--- config.mk ---
export PLATFORM = sky130hd
export DESIGN_NAME = addr_sequencer
export DESIGN_NICKNAME = d
export VERILOG_FILES = /design/src/rtl/addr_seq_pkg.sv /design/src/rtl/addr_step_calc.sv /design/src/rtl/addr_sequencer.sv
export SDC_FILE = /design/constraint.sdc
export NUM_CORES = 1
export LEC_CHECK = 0
export CORE_AREA = 2 2 86 88
export DETAILED_ROUTE_END_ITERATION = 12
export DIE_AREA = 0 0 88 90
export PLACE_DENSITY = 0.72
export SLEW_MARGIN = 20
export SYNTH_ARGS = -nofsm -noshare
export SYNTH_HDL_FRONTEND = slang
export SYNTH_SLANG_ARGS = --single-unit
--- constraint.sdc ---
create_clock -name clk -period 4.6 [get_ports clk]
set_clock_uncertainty 0.05 [all_clocks]
set_input_delay 0.92 -clock clk [delete_from_list [all_inputs] [get_ports clk]]
set_output_delay 0.92 -clock clk [all_outputs]
set_load 0.01 [all_outputs]
--- src/rtl/addr_seq_pkg.sv ---
// Shared encodings for the address sequencer: configuration modes and controller states.
package addr_seq_pkg;

   localparam logic [1:0] MODE_WRAP        = 2'd0;
   localparam logic [1:0] MODE_ONESHOT     = 2'd1;
   localparam logic [1:0] MODE_PINGPONG    = 2'd2;
   localparam logic [1:0] MODE_ONESHOT_ALT = 2'd3;

   typedef enum logic {
      ST_IDLE = 1'b0,
      ST_RUN  = 1'b1
   } state_t;

endpackage

--- src/rtl/addr_step_calc.sv ---
// Combinational step: next address in the current direction, end-of-range detection,
// and the clamped address used when a ping-pong sweep turns around.
module addr_step_calc #(
   parameter int ADDR_W = 8
) (
   input  logic [ADDR_W-1:0] addr,
   input  logic [ADDR_W-1:0] base,
   input  logic [ADDR_W-1:0] limit,
   input  logic [ADDR_W-1:0] stride,
   input  logic              dir_down,
   output logic [ADDR_W-1:0] next_addr,
   output logic              end_of_range,
   output logic [ADDR_W-1:0] turn_addr
);

   logic [ADDR_W:0]   sum;
   logic [ADDR_W:0]   diff;
   logic              up_end;
   logic              down_end;
   logic [ADDR_W-1:0] turn_from_top;
   logic [ADDR_W-1:0] turn_from_bottom;

   // One extra bit keeps the carry (up) and the borrow (down) visible.
   always_comb begin
      sum              = {1'b0, addr} + {1'b0, stride};
      diff             = {1'b0, addr} - {1'b0, stride};
      up_end           = (sum > {1'b0, limit});
      down_end         = diff[ADDR_W] || (diff[ADDR_W-1:0] < base);
      turn_from_top    = down_end ? base  : diff[ADDR_W-1:0];
      turn_from_bottom = up_end   ? limit : sum[ADDR_W-1:0];
      if (dir_down) begin
         next_addr    = diff[ADDR_W-1:0];
         end_of_range = down_end;
         turn_addr    = turn_from_bottom;
      end else begin
         next_addr    = sum[ADDR_W-1:0];
         end_of_range = up_end;
         turn_addr    = turn_from_top;
      end
   end

endmodule

--- src/rtl/addr_sequencer.sv ---
// Address sequencer: walks a latched [base, limit] range with a fixed stride in
// wrap, one-shot or ping-pong fashion, advancing on a valid/ready handshake.
module addr_sequencer
   import addr_seq_pkg::*;
#(
   parameter int ADDR_W   = 8,
   parameter int STRIDE_W = 4
) (
   input  logic                clk,
   input  logic                reset,
   input  logic                start,
   input  logic                abort,
   input  logic [ADDR_W-1:0]   cfg_base,
   input  logic [ADDR_W-1:0]   cfg_limit,
   input  logic [STRIDE_W-1:0] cfg_stride,
   input  logic [1:0]          cfg_mode,
   input  logic                addr_ready,
   output logic [ADDR_W-1:0]   addr,
   output logic                addr_valid,
   output logic                busy,
   output logic                done,
   output logic                wrap
);

   state_t                state_q, state_d;
   logic [ADDR_W-1:0]     addr_q, addr_d;
   logic                  dir_q, dir_d;
   logic                  done_q, done_d;
   logic                  wrap_q, wrap_d;
   logic [ADDR_W-1:0]     base_q, base_d;
   logic [ADDR_W-1:0]     limit_q, limit_d;
   logic [STRIDE_W-1:0]   stride_q, stride_d;
   logic [1:0]            mode_q, mode_d;

   logic [ADDR_W-1:0]     eff_limit;
   logic [ADDR_W-1:0]     eff_stride;
   logic [ADDR_W-1:0]     next_addr;
   logic                  end_of_range;
   logic [ADDR_W-1:0]     turn_addr;

   // Degenerate configurations are normalised on use so the latched copy stays raw.
   assign eff_limit  = (limit_q < base_q) ? base_q : limit_q;
   assign eff_stride = (stride_q == '0) ? ADDR_W'(1) : ADDR_W'(stride_q);

   addr_step_calc #(
      .ADDR_W (ADDR_W)
   ) u_step (
      .addr         (addr_q),
      .base         (base_q),
      .limit        (eff_limit),
      .stride       (eff_stride),
      .dir_down     (dir_q),
      .next_addr    (next_addr),
      .end_of_range (end_of_range),
      .turn_addr    (turn_addr)
   );

   always_comb begin
      state_d  = state_q;
      addr_d   = addr_q;
      dir_d    = dir_q;
      done_d   = 1'b0;
      wrap_d   = 1'b0;
      base_d   = base_q;
      limit_d  = limit_q;
      stride_d = stride_q;
      mode_d   = mode_q;
      case (state_q)
         ST_IDLE: begin
            if (start && !abort) begin
               state_d  = ST_RUN;
               addr_d   = cfg_base;
               dir_d    = 1'b0;
               base_d   = cfg_base;
               limit_d  = cfg_limit;
               stride_d = cfg_stride;
               mode_d   = cfg_mode;
            end
         end
         ST_RUN: begin
            if (abort) begin
               state_d = ST_IDLE;
               done_d  = 1'b1;
            end else if (addr_ready) begin
               if (!end_of_range) begin
                  addr_d = next_addr;
               end else begin
                  case (mode_q)
                     MODE_WRAP: begin
                        addr_d = base_q;
                        wrap_d = 1'b1;
                     end
                     MODE_PINGPONG: begin
                        addr_d = turn_addr;
                        dir_d  = ~dir_q;
                        wrap_d = 1'b1;
                     end
                     default: begin
                        state_d = ST_IDLE;
                        done_d  = 1'b1;
                     end
                  endcase
               end
            end
         end
         default: state_d = ST_IDLE;
      endcase
   end

   always_ff @(posedge clk or posedge reset) begin
      if (reset) begin
         state_q  <= ST_IDLE;
         addr_q   <= '0;
         dir_q    <= 1'b0;
         done_q   <= 1'b0;
         wrap_q   <= 1'b0;
         base_q   <= '0;
         limit_q  <= '0;
         stride_q <= '0;
         mode_q   <= '0;
      end else begin
         state_q  <= state_d;
         addr_q   <= addr_d;
         dir_q    <= dir_d;
         done_q   <= done_d;
         wrap_q   <= wrap_d;
         base_q   <= base_d;
         limit_q  <= limit_d;
         stride_q <= stride_d;
         mode_q   <= mode_d;
      end
   end

   assign addr       = addr_q;
   assign addr_valid = (state_q == ST_RUN);
   assign busy       = (state_q == ST_RUN);
   assign done       = done_q;
   assign wrap       = wrap_q;

endmodule
==> flow_summary.yaml <==
global_route:
  grt_max_degree: 30
  overflow: 0
  grt_pass1_wl_um: 17300
  antenna_found_initial: 0
  grt_pass1_vias: 3308
  grtUsageTotal_pct: 28.0
clock_tree:
  htreeDepth: 2
  hold_buffers: 0
  ctsResizeCount: 0
  cts_tree: "done"
  insertion_delay_ns: 0.29
  cts.sinks: 34
  root_buffer: "clkbuf_8"
  clk_pin_slew_ns: 0.08
  max-clock-path-buffers: 2
  post-cts-setup-buffers: 0
  numCtsBuffers: 5
die:
  start_util_pct: 48.3
  std_cell_rows: 31
  die_area_um2: 7920
  io_pins: 39
  dieHeight_um: 90
  design.core.area_um2: 7020
  die_w_um: 88
min_path:
  hp-class: "register to register"
  hold_end: "mode_q[1]"
  whs_path_depth: 2
  worstHoldStart: "mode_q[1]"
worst_setup_path:
  crit_type: "register to register"
  cp-start-kind: "register"
  arrival_ns: 4.59
  reg2reg_slack_ns: 0.18
  worstReg2RegEnd: "addr[0]"
  critPathMaxFanout: 8
  worstSetupEndpointType: "register"
  r2r_start: "stride_q[1]"
  r2r_cells: 16
  required_ns: 4.76
timing:
  final_max_slew_viol_count: 0
  holdWs_ns: 0.449
  fin_setup_tns_ns: 0
  max_clock_freq_ghz: 0.226
  period_share_pct: 96.2
  fin_crit_ns: 4.42
  tightest_slew_ns: 0.942
  rsz0062_at_grt: "no"
  setup_viol: 0
  slew_headroom_pct: 37.1
  finalHoldViolations: 0
synth:
  synth_async_sr_flop_share_pct: 100
  synth_ff_type: "dfrtp_1"
  yosys.area.top_type: "dfrtp_1"
  postSynthAreaPerCell_um2: 8.05
  yosysSeqAreaShare_pct: 25.1
  synth_warnings: 0
  synth_top_cells_by_area: "dfrtp_1 (25%), ha_1 (11%), nand2_1 (6.5%)"
  synth_area_um2: 3390
  synth_seq_cells: 34
  netlist_instances: 421
  synth_cell_type_count: 65
  synth-edff-count: 0
  synth_nets: 480
  synth_top_area_share_pct: 25.1
route:
  avgRoutedWirePerCell_um: 19.7
  drtIter0Drc: 448
  wirelength_um: 11000
  viasPerCell: 6.38
  antenna_left: 0
  vias: 3548
  drc_errors: 0
  drt_pass1_iterations: 6
layout:
  seq_area_um2: 851
  drive_gt1_share_pct: 7.66
  diodes: 0
  multi_input_area_um2: 2340
  syn2layout_area_growth_pct: 18.5
  fin_nets: 516
  utilization_pct: 57.2
  fill_cells: 655
placed_design:
  port_buffers: 38
  hpwl_um: 8300
  gp_congestion: 0.983
power_and_ir_drop:
  finalPower_mw: 3.23
  ir_worst_vdd_mv: 0.297
  leakagePower_nw: 1.70
  p_per_area_nw_per_um2: 803
flow_run:
  maxCapViolCount: 0
outcome:
  status: "finished, final reports clean"
## how the worst max path moves through the flow
stage / from / endpoint / slack (ns) / cells past startpoint
global placement: stride_q[1] / addr[5] / 0.17 / 17
finish: stride_q[1] / addr[0] / 0.18 / 16
detailed placement: stride_q[1] / addr[5] / 0.11 / 17
floorplan: stride_q[1] / dir_q / 0.80 / 16
global route: stride_q[1] / addr[7] / 0.007 / 16
CTS: stride_q[1] / addr[5] / 0.08 / 17
## routing by layer
| layer | up-vias | GRT usage, % | share of wire, % |
|---|---|---|---|
| li1 | 1657 | - | - |
| met5 | - | 0 | 0 |
| met4 | 0 | 12.1 | 3.9 |
| met1 | 1642 | 40.0 | 43 |
| met3 | 38 | 5.79 | 9.1 |
| met2 | 211 | 40.5 | 44 |
## cells in the final DEF (no fill, tap or decap), drive strengths merged, types with 15 or more instances in the layout
| master | synthesis | layout |
|---|---|---|
| clkdlybuf4s50 | 0 | 38 |
| a21oi | 28 | 28 |
| o21ai | 23 | 23 |
| nand3 | 16 | 16 |
| dfrtp | 34 | 34 |
| inv | 26 | 26 |
| nor2 | 16 | 16 |
| nand2 | 60 | 60 |
| ha | 30 | 30 |
| buf | 7 | 15 |
## power breakdown
group	switching [mW]	total, mW	internal [mW]	leakage, nW
Clock	0.118	0.292	0.174	0.0573
Combinational	1.43	2.40	0.973	1.22
Sequential	0.157	0.534	0.377	0.416
## state kept, by name (all words and copies together), names as in the netlist
name	cells
addr	8
addr_valid	1
base_q	8
dir_q	1
done	1
limit_q	8
mode_q	2
stride_q	4
wrap	1
## metrics by stage
stage,std cells,setup WS [ns],instance area (µm²)
2_1_floorplan,421,0.799,3390
3_3_place_gp,545,0.171,3870
3_5_place_dp,545,0.112,3870
4_1_cts,552,0.0792,3990
5_1_grt,556,0.00689,4020
6_report,556,0.176,4020
## cell type report
type,count,area share (%)
well taps,99,3.08
repair buffers,53,12.3
inverters,27,2.52
clock buffers,6,2.06
multi-input cells,336,58.1
flip-flops and latches,34,21.2
clock inverters,1,0.747
## synthesized netlist by cell type (3+ instances only)
library cell,count
o21ai_0,22
or3_1,9
nor3_1,7
o21a_1,8
a2111oi_0,4
o31ai_1,10
clkbuf_1,17
nor2b_1,6
nand3_1,16
xnor2_1,5
a311oi_1,3
mux2i_1,4
and3_1,5
a21o_1,6
o221ai_1,5
nand2_1,59
a31oi_1,8
dfrtp_1,34
ha_1,30
nand2b_1,5
nor2_1,16
o311a_1,3
buf_2,5
nand4_1,3
inv_1,26
a211oi_1,7
o2111a_1,4
xor2_1,4
o211ai_1,9
a21oi_1,27
and4_1,3
a211o_1,8
## critical path, cell delays in order, from the launching register on
cell,delay (ns)
dfrtp_1,0.43
inv_1,0.16
a31o_2,0.20
ha_1,0.16
inv_1,0.05
fa_1,0.40
a21o_1,0.27
a21oi_1,0.19
xor2_1,0.36
ha_1,0.32
and4_1,0.15
o21ai_0,0.11
o211a_1,0.41
nor3_1,0.12
a21oi_1,0.47
o221ai_1,0.28
a21oi_1,0.20
## kinds of logic after synthesis
| family | synth area share, % |
|---|---|
| buf+inv | 6.16 |
| flops | 25.1 |
| xor+xnor | 2.32 |
| fa+ha+maj | 12.3 |
| compound gates | 32.3 |
| simple gates | 20.4 |
| mux | 1.51 |
No activity file was read; power rests on OpenSTA's default activity.
